===== config.mk =====
export PLATFORM = sky130hd
export DESIGN_NAME = reg_wb_arbiter
export DESIGN_NICKNAME = d
export VERILOG_FILES = /design/src/rtl/reg_wb_arbiter_pkg.sv /design/src/rtl/reg_wb_arbiter_scoreboard.sv /design/src/rtl/reg_wb_arbiter.sv
export SDC_FILE = /design/constraint.sdc
export NUM_CORES = 1
export LEC_CHECK = 0
export ABC_AREA = 0
export BUFFER_PORTS_ARGS = -buffer_cell sky130_fd_sc_hd__clkbuf_2
export CORE_MARGIN = 3
export CORE_UTILIZATION = 53
export CTS_CLUSTER_DIAMETER = 200
export DETAILED_ROUTE_END_ITERATION = 12
export PLACE_DENSITY_LB_ADDON = 0.05
export SYNTH_ARGS = -nofsm -noshare
export SYNTH_HDL_FRONTEND = slang
export SYNTH_SLANG_ARGS = --single-unit

===== constraint.sdc =====
create_clock -name clk -period 2.2 [get_ports clk]
set_input_delay 0.11 -clock clk [delete_from_list [all_inputs] [get_ports clk]]
set_output_delay 0.11 -clock clk [all_outputs]
set_load 0.03 [all_outputs]

===== src/rtl/reg_wb_arbiter_pkg.sv =====
// Shared write-back definitions: data width, register count, priority encodings.
`ifndef REG_LEN
`define REG_LEN 32
`endif
`ifndef REG_NUM
`define REG_NUM 32
`endif
`ifndef WB_PRI_LSU
`define WB_PRI_LSU 0
`endif
`ifndef WB_PRI_ALU
`define WB_PRI_ALU 1
`endif

package reg_wb_arbiter_pkg;

  // Which requester wins when both are valid in the same cycle.
  typedef enum logic {
    PRI_LSU = 1'(`WB_PRI_LSU),
    PRI_ALU = 1'(`WB_PRI_ALU)
  } wb_pri_e;

  localparam int WB_REG_LEN = `REG_LEN;
  localparam int WB_REG_NUM = `REG_NUM;

endpackage


===== src/rtl/reg_wb_arbiter_scoreboard.sv =====
// Busy scoreboard: one bit per register with a write in flight.
module wb_scoreboard #(
  parameter int ADDR_LEN = 5,
  parameter int REG_NUM  = 32
) (
  input  logic                clk,
  input  logic                rst,
  input  logic                iss_valid,
  input  logic [ADDR_LEN-1:0] iss_rd,
  output logic                iss_ready,
  input  logic                clr_en,
  input  logic [ADDR_LEN-1:0] clr_rd,
  input  logic [ADDR_LEN-1:0] rs1,
  input  logic [ADDR_LEN-1:0] rs2,
  output logic                rs1_busy,
  output logic                rs2_busy
);

  logic [REG_NUM-1:0] busy_q, busy_d;
  logic               iss_set;

  // Lookups read the registered vector only; a clear in this cycle is seen next cycle.
  assign iss_ready = !((iss_rd != '0) && busy_q[iss_rd]);
  assign iss_set   = iss_valid && iss_ready && (iss_rd != '0);
  assign rs1_busy  = busy_q[rs1];
  assign rs2_busy  = busy_q[rs2];

  // Next busy vector: clear first so a same-cycle reservation of that register wins.
  always_comb begin
    busy_d = busy_q;
    if (clr_en && (clr_rd != '0)) busy_d[clr_rd] = 1'b0;
    if (iss_set)                  busy_d[iss_rd] = 1'b1;
    busy_d[0] = 1'b0;
  end

  // Busy vector register.
  always_ff @(posedge clk or posedge rst) begin
    if (rst) busy_q <= '0;
    else     busy_q <= busy_d;
  end

endmodule


===== src/rtl/reg_wb_arbiter.sv =====
// Round-robin arbiter for the register file write port (ALU vs LSU) plus busy scoreboard.
module reg_wb_arbiter
  import reg_wb_arbiter_pkg::*;
#(
  parameter int ADDR_LEN = 5,
  parameter int REG_LEN  = WB_REG_LEN,
  parameter int REG_NUM  = WB_REG_NUM
) (
  input  logic                clk,
  input  logic                rst,
  input  logic                alu_valid,
  input  logic [ADDR_LEN-1:0] alu_rd,
  input  logic [REG_LEN-1:0]  alu_d,
  output logic                alu_ready,
  input  logic                lsu_valid,
  input  logic [ADDR_LEN-1:0] lsu_rd,
  input  logic [REG_LEN-1:0]  lsu_d,
  output logic                lsu_ready,
  input  logic                iss_valid,
  input  logic [ADDR_LEN-1:0] iss_rd,
  output logic                iss_ready,
  input  logic [ADDR_LEN-1:0] rs1,
  input  logic [ADDR_LEN-1:0] rs2,
  output logic                rs1_busy,
  output logic                rs2_busy,
  output logic [ADDR_LEN-1:0] rd,
  output logic [REG_LEN-1:0]  rd_d,
  output logic                reg_wr
);

  wb_pri_e             pri_q, pri_d;
  logic                gnt_alu, gnt_lsu, xfer;
  logic [ADDR_LEN-1:0] sel_rd;
  logic [REG_LEN-1:0]  sel_d;
  logic [ADDR_LEN-1:0] wr_addr_q, wr_addr_d;
  logic [REG_LEN-1:0]  wr_data_q, wr_data_d;
  logic                reg_wr_q, reg_wr_d;

  // Grant: a lone requester always wins; under contention the priority flop decides.
  always_comb begin
    gnt_alu = alu_valid && (!lsu_valid || (pri_q == PRI_ALU));
    gnt_lsu = lsu_valid && (!alu_valid || (pri_q == PRI_LSU));
    xfer    = gnt_alu || gnt_lsu;
    sel_rd  = gnt_alu ? alu_rd : lsu_rd;
    sel_d   = gnt_alu ? alu_d  : lsu_d;
  end

  assign alu_ready = gnt_alu;
  assign lsu_ready = gnt_lsu;

  // Next write-port state; x0 writes update address/data but never pulse the enable.
  always_comb begin
    pri_d     = pri_q;
    wr_addr_d = wr_addr_q;
    wr_data_d = wr_data_q;
    reg_wr_d  = 1'b0;
    if (xfer) begin
      pri_d     = gnt_alu ? PRI_LSU : PRI_ALU;
      wr_addr_d = sel_rd;
      wr_data_d = sel_d;
      reg_wr_d  = (sel_rd != '0);
    end
  end

  // Priority flop and registered write port.
  always_ff @(posedge clk or posedge rst) begin
    if (rst) begin
      pri_q     <= PRI_LSU;
      wr_addr_q <= '0;
      wr_data_q <= '0;
      reg_wr_q  <= 1'b0;
    end else begin
      pri_q     <= pri_d;
      wr_addr_q <= wr_addr_d;
      wr_data_q <= wr_data_d;
      reg_wr_q  <= reg_wr_d;
    end
  end

  assign rd     = wr_addr_q;
  assign rd_d   = wr_data_q;
  assign reg_wr = reg_wr_q;

  wb_scoreboard #(
    .ADDR_LEN (ADDR_LEN),
    .REG_NUM  (REG_NUM)
  ) u_sb (
    .clk       (clk),
    .rst       (rst),
    .iss_valid (iss_valid),
    .iss_rd    (iss_rd),
    .iss_ready (iss_ready),
    .clr_en    (xfer),
    .clr_rd    (sel_rd),
    .rs1       (rs1),
    .rs2       (rs2),
    .rs1_busy  (rs1_busy),
    .rs2_busy  (rs2_busy)
  );

endmodule


==> run_summary.xml <==
<?xml version="1.0" encoding="UTF-8"?>
<metrics>
  <group name="place">
    <metric name="numPlacedInstances" unit="">729</metric>
    <metric name="port_buffers" unit="">136</metric>
    <metric name="place.gp.congestion" unit="">0.966</metric>
    <metric name="post-dp-hpwl" unit="um">9980</metric>
    <metric name="dpl_worst_slack" unit="ps">287</metric>
  </group>
  <group name="timing">
    <metric name="finalSetupViolations" unit="">0</metric>
    <metric name="worst_hold_margin" unit="ps">14.9</metric>
    <metric name="pin_slew_with_the_least_headroom_to_its_limit" unit="ps">870</metric>
    <metric name="final-max-slew-violation-count" unit="">0</metric>
    <metric name="highest_attainable_clock_frequency" unit="MHz">474</metric>
    <metric name="setup_slack" unit="ps">89.0</metric>
    <metric name="worst_clock_skew" unit="ps">14.0</metric>
    <metric name="timing.final.crit_period" unit="ps">2110</metric>
    <metric name="timing.max_slew.rel_slack" unit="">0.420</metric>
    <metric name="final.period_utilization" unit="">0.960</metric>
    <metric name="hold_viol_final" unit="">0</metric>
    <metric name="rsz0062_at_grt" unit="">yes</metric>
  </group>
  <group name="worst_setup_path">
    <metric name="worst_ep_required_time" unit="ps">2090</metric>
    <metric name="crit_path_start_kind" unit="">flip-flop</metric>
    <metric name="r2r_end" unit="">u_sb.busy_q[28]</metric>
    <metric name="crit_path_start" unit="">u_sb.busy_q[5]</metric>
    <metric name="worstReg2RegStart" unit="">pri_q</metric>
    <metric name="maximum_fanout_encountered_on_the_critical_timing_path" unit="">4</metric>
    <metric name="reg2reg_slack" unit="ps">320</metric>
    <metric name="crit_path_end" unit="">rs2_busy</metric>
    <metric name="worst_setup_path_end_kind" unit="">primary output</metric>
    <metric name="cp.arrival" unit="ps">2000</metric>
    <metric name="ff2ff_path_depth" unit="">6</metric>
    <metric name="critical_path_class" unit="">reg2out</metric>
  </group>
  <group name="worst_hold_path">
    <metric name="holdCritPathClass" unit="">in2reg</metric>
  </group>
  <group name="synthesis">
    <metric name="ys_ff_latch" unit="">70</metric>
    <metric name="ys_async_sr_fraction" unit="">1.00</metric>
    <metric name="synth_top_area_share" unit="">0.379</metric>
    <metric name="sequential_to_total_area_share_from_yosys_stat" unit="">0.379</metric>
    <metric name="yosys.cell_types.count" unit="">59</metric>
    <metric name="synthesis.area_per_instance" unit="um^2">8.89</metric>
    <metric name="number_of_enable_flip_flop_cells_after_synthesis" unit="">0</metric>
    <metric name="synthesis.yosys.warnings" unit="">0</metric>
    <metric name="synth_nets" unit="">614</metric>
    <metric name="yosys-top-cells-area" unit="">dfrtp_1 38%, a31oi_1 5.3%, a21oi_1 5.0%, mux4_2 4.9%, o22ai_1 4.9%</metric>
    <metric name="syn_area" unit="um^2">4620</metric>
    <metric name="post_synth_inst_count" unit="">520</metric>
    <metric name="yosysTopAreaCell" unit="">dfrtp_1</metric>
    <metric name="top_ff_cell_synth" unit="">dfrtp_1</metric>
  </group>
  <group name="detailed_routing">
    <metric name="drtAntennaViolNets" unit="">0</metric>
    <metric name="drt-initial-drc-count" unit="">340</metric>
    <metric name="detail_route.first_pass.iterations" unit="">5</metric>
    <metric name="vias" unit="">4655</metric>
    <metric name="wl_per_cell" unit="um">18.0</metric>
    <metric name="post-route-drc-count" unit="">0</metric>
    <metric name="vias_per_cell" unit="">6.22</metric>
    <metric name="total_length_of_routed_wires" unit="um">13500</metric>
  </group>
  <group name="clock_tree">
    <metric name="cts_root_buffer" unit="">clkbuf_8</metric>
    <metric name="clk_pin_slew" unit="ps">80</metric>
    <metric name="number_of_buffers_created_by_cts" unit="">9</metric>
    <metric name="cts-htree-levels" unit="">3</metric>
    <metric name="clock_network_latency_to_the_later_pin_of_the_worst_skew_pair" unit="ps">340</metric>
    <metric name="cts_tree" unit="">done</metric>
    <metric name="clock_path_buffers" unit="">2</metric>
    <metric name="clock_sink_count" unit="">70</metric>
  </group>
  <group name="pwr">
    <metric name="pwr_density_cell" unit="nW/um^2">788</metric>
    <metric name="max-vdd-ir-drop" unit="uV">365</metric>
    <metric name="p_total" unit="mW">4.39</metric>
    <metric name="leakage" unit="nW">2.56</metric>
  </group>
  <group name="die">
    <metric name="starting_density_of_the_core" unit="">0.554</metric>
    <metric name="die_width" unit="um">99.4</metric>
    <metric name="fp.coreArea" unit="um^2">8340</metric>
    <metric name="dieArea" unit="um^2">9880</metric>
    <metric name="die_y" unit="um">99.4</metric>
    <metric name="row_count" unit="">33</metric>
    <metric name="pin_count" unit="">137</metric>
  </group>
  <group name="grt">
    <metric name="first_global_vias" unit="">4518</metric>
    <metric name="largest_net_degree_at_the_start_of_global_routing" unit="">97</metric>
    <metric name="number_of_antenna_violations_at_the_first_check_in_global_routing" unit="">0</metric>
    <metric name="grt_first_pass_wirelength" unit="um">22300</metric>
    <metric name="gr-total-overflow" unit="">0</metric>
    <metric name="grtUsageTotal" unit="">0.280</metric>
  </group>
  <group name="flow_run">
    <metric name="cap_viol_max_count" unit="">0</metric>
  </group>
  <group name="status">
    <metric name="run_status" unit="">finished clean</metric>
  </group>
  <group name="final_layout">
    <metric name="nNetsFinal" unit="">732</metric>
    <metric name="nFillCells" unit="">714</metric>
    <metric name="final_layout_size_suffix_gt1_frac" unit="">0.305</metric>
    <metric name="syn2layout_area_growth" unit="%">20.6</metric>
    <metric name="layoutNonFillerInstCount" unit="">748</metric>
    <metric name="finish.utilization" unit="">0.668</metric>
    <metric name="antennaDiodeCount" unit="">0</metric>
  </group>
</metrics>
-- cells by family after synthesis --
| kind of cell | synth area share |
|---|---|
| AO/OA/AOI/OAI | 0.255 |
| buffers and inverters | 0.0739 |
| flip-flops | 0.379 |
| multiplexers | 0.129 |
| AND/OR/NAND/NOR | 0.163 |
-- layout by cell type (no fill, tap or decap), drive strengths merged, types with 2 or more instances in the layout --
cell type    synthesis  final
clkbuf              16    144
nand2               26     26
nor2b                5      5
or2                  2      2
a32o                 6      6
or3b                 3      3
mux4                16     16
o31ai                7      7
and3                 2      2
nand4                2      2
nor2                49     49
nand3b               8      8
a2111oi              2      2
buf                 25     14
o21a                 2      2
o2bb2ai              2      2
nand2b              13     13
a31oi               39     39
o21ai               40     40
dfrtp               70     70
nor3                 7      7
nor3b                7      7
dlygate4sd3          0      2
and2                 2      2
mux2i               19     19
inv                 38     38
a21oi               46     46
a22o                 4      4
o21ba                2      2
clkinv               0      2
nand3                3      3
mux2                 2      2
o22ai               36     36
or3                  5      5
-- timing repair --
| item | CTS | global route |
|---|---|---|
| gates resized for setup | 1 | 20 |
| pin swaps | 1 | 3 |
| setup endpoints to repair | 1 | 4 |
| buffers inserted | 0 | 1 |
| hold buffers | 2 | 0 |
| endpoints found under the hold margin | 71 | 0 |
-- worst min path at each step --
stage / from / slack (ps) / cells past startpoint / end
after floorplan: alu_rd[0] / 260 / 2 / rd[0]
after global placement: rst / 200 / 3 / rd[1]
after detailed placement: rst / 200 / 3 / rd[1]
after CTS: alu_d[28] / 2 / 3 / rd_d[28]
after global routing: alu_d[28] / 6 / 3 / rd_d[28]
final: alu_d[24] / 10 / 3 / rd_d[24]
-- critical path, stage by stage (launching register included) --
cell     delay [ps]
dfrtp_2         450
mux4_2          480
mux2i_2         170
nor3b_1          60
or3_1           350
buf_6           150
-- registers in the layout (all words and copies together), names as in the netlist --
name         flops
rd_d            32
u_sb.busy_q     31
rd               5
pri_q            1
reg_wr           1
-- where the power goes --
group	switching [mW]	internal [mW]	total, mW	leakage (nW)
logic	0.825	0.646	1.47	1.63
registers	0.290	1.55	1.84	0.832
clock network	0.496	0.590	1.09	0.103
-- Yosys cell counts, drive strengths merged (2+ instances only) --
cell type / count
or2: 2
nand2b: 13
o21ai: 40
o21a: 2
nand2: 26
nor2: 49
or3b: 3
nor3: 7
nand3: 3
a31oi: 39
a21oi: 46
o31ai: 7
or3: 5
buf: 25
mux2i: 19
a32o: 6
o2bb2ai: 2
dfrtp: 70
and3: 2
nor2b: 5
clkbuf: 16
nand4: 2
nor3b: 7
mux4: 16
inv: 38
o22ai: 36
nand3b: 8
o21ba: 2
and2: 2
a22o: 4
a2111oi: 2
mux2: 2
-- metal layers --
layer | part of all wire | vias to the layer above | track usage
met4 | 0.016 | 0 | 0.0735
li1 | - | 2163 | -
met1 | 0.41 | 2226 | 0.365
met2 | 0.49 | 246 | 0.478
met3 | 0.081 | 20 | 0.0554
met5 | 0 | - | 0
-- cell type report --
| class | instances | area (um^2) | share of cell area |
|---|---|---|---|
| Clock buffer | 12 | 155 | 0.0278 |
| Clock inverter | 4 | 55.1 | 0.00988 |
| Inverter | 38 | 143 | 0.0256 |
| Multi-Input combinational cell | 371 | 2530 | 0.453 |
| Sequential cell | 70 | 1750 | 0.314 |
| Tap cell | 105 | 131 | 0.0236 |
| Timing Repair Buffer | 148 | 810 | 0.145 |
-- metrics by stage --
stage,setup TNS [ps],instance area (um^2)
2_1_floorplan,0,4620
3_3_place_gp,0,5320
3_5_place_dp,0,5320
4_1_cts,0,5550
5_1_grt,-1.76,5570
6_report,0,5570
No activity file was read; power rests on OpenSTA's default activity.
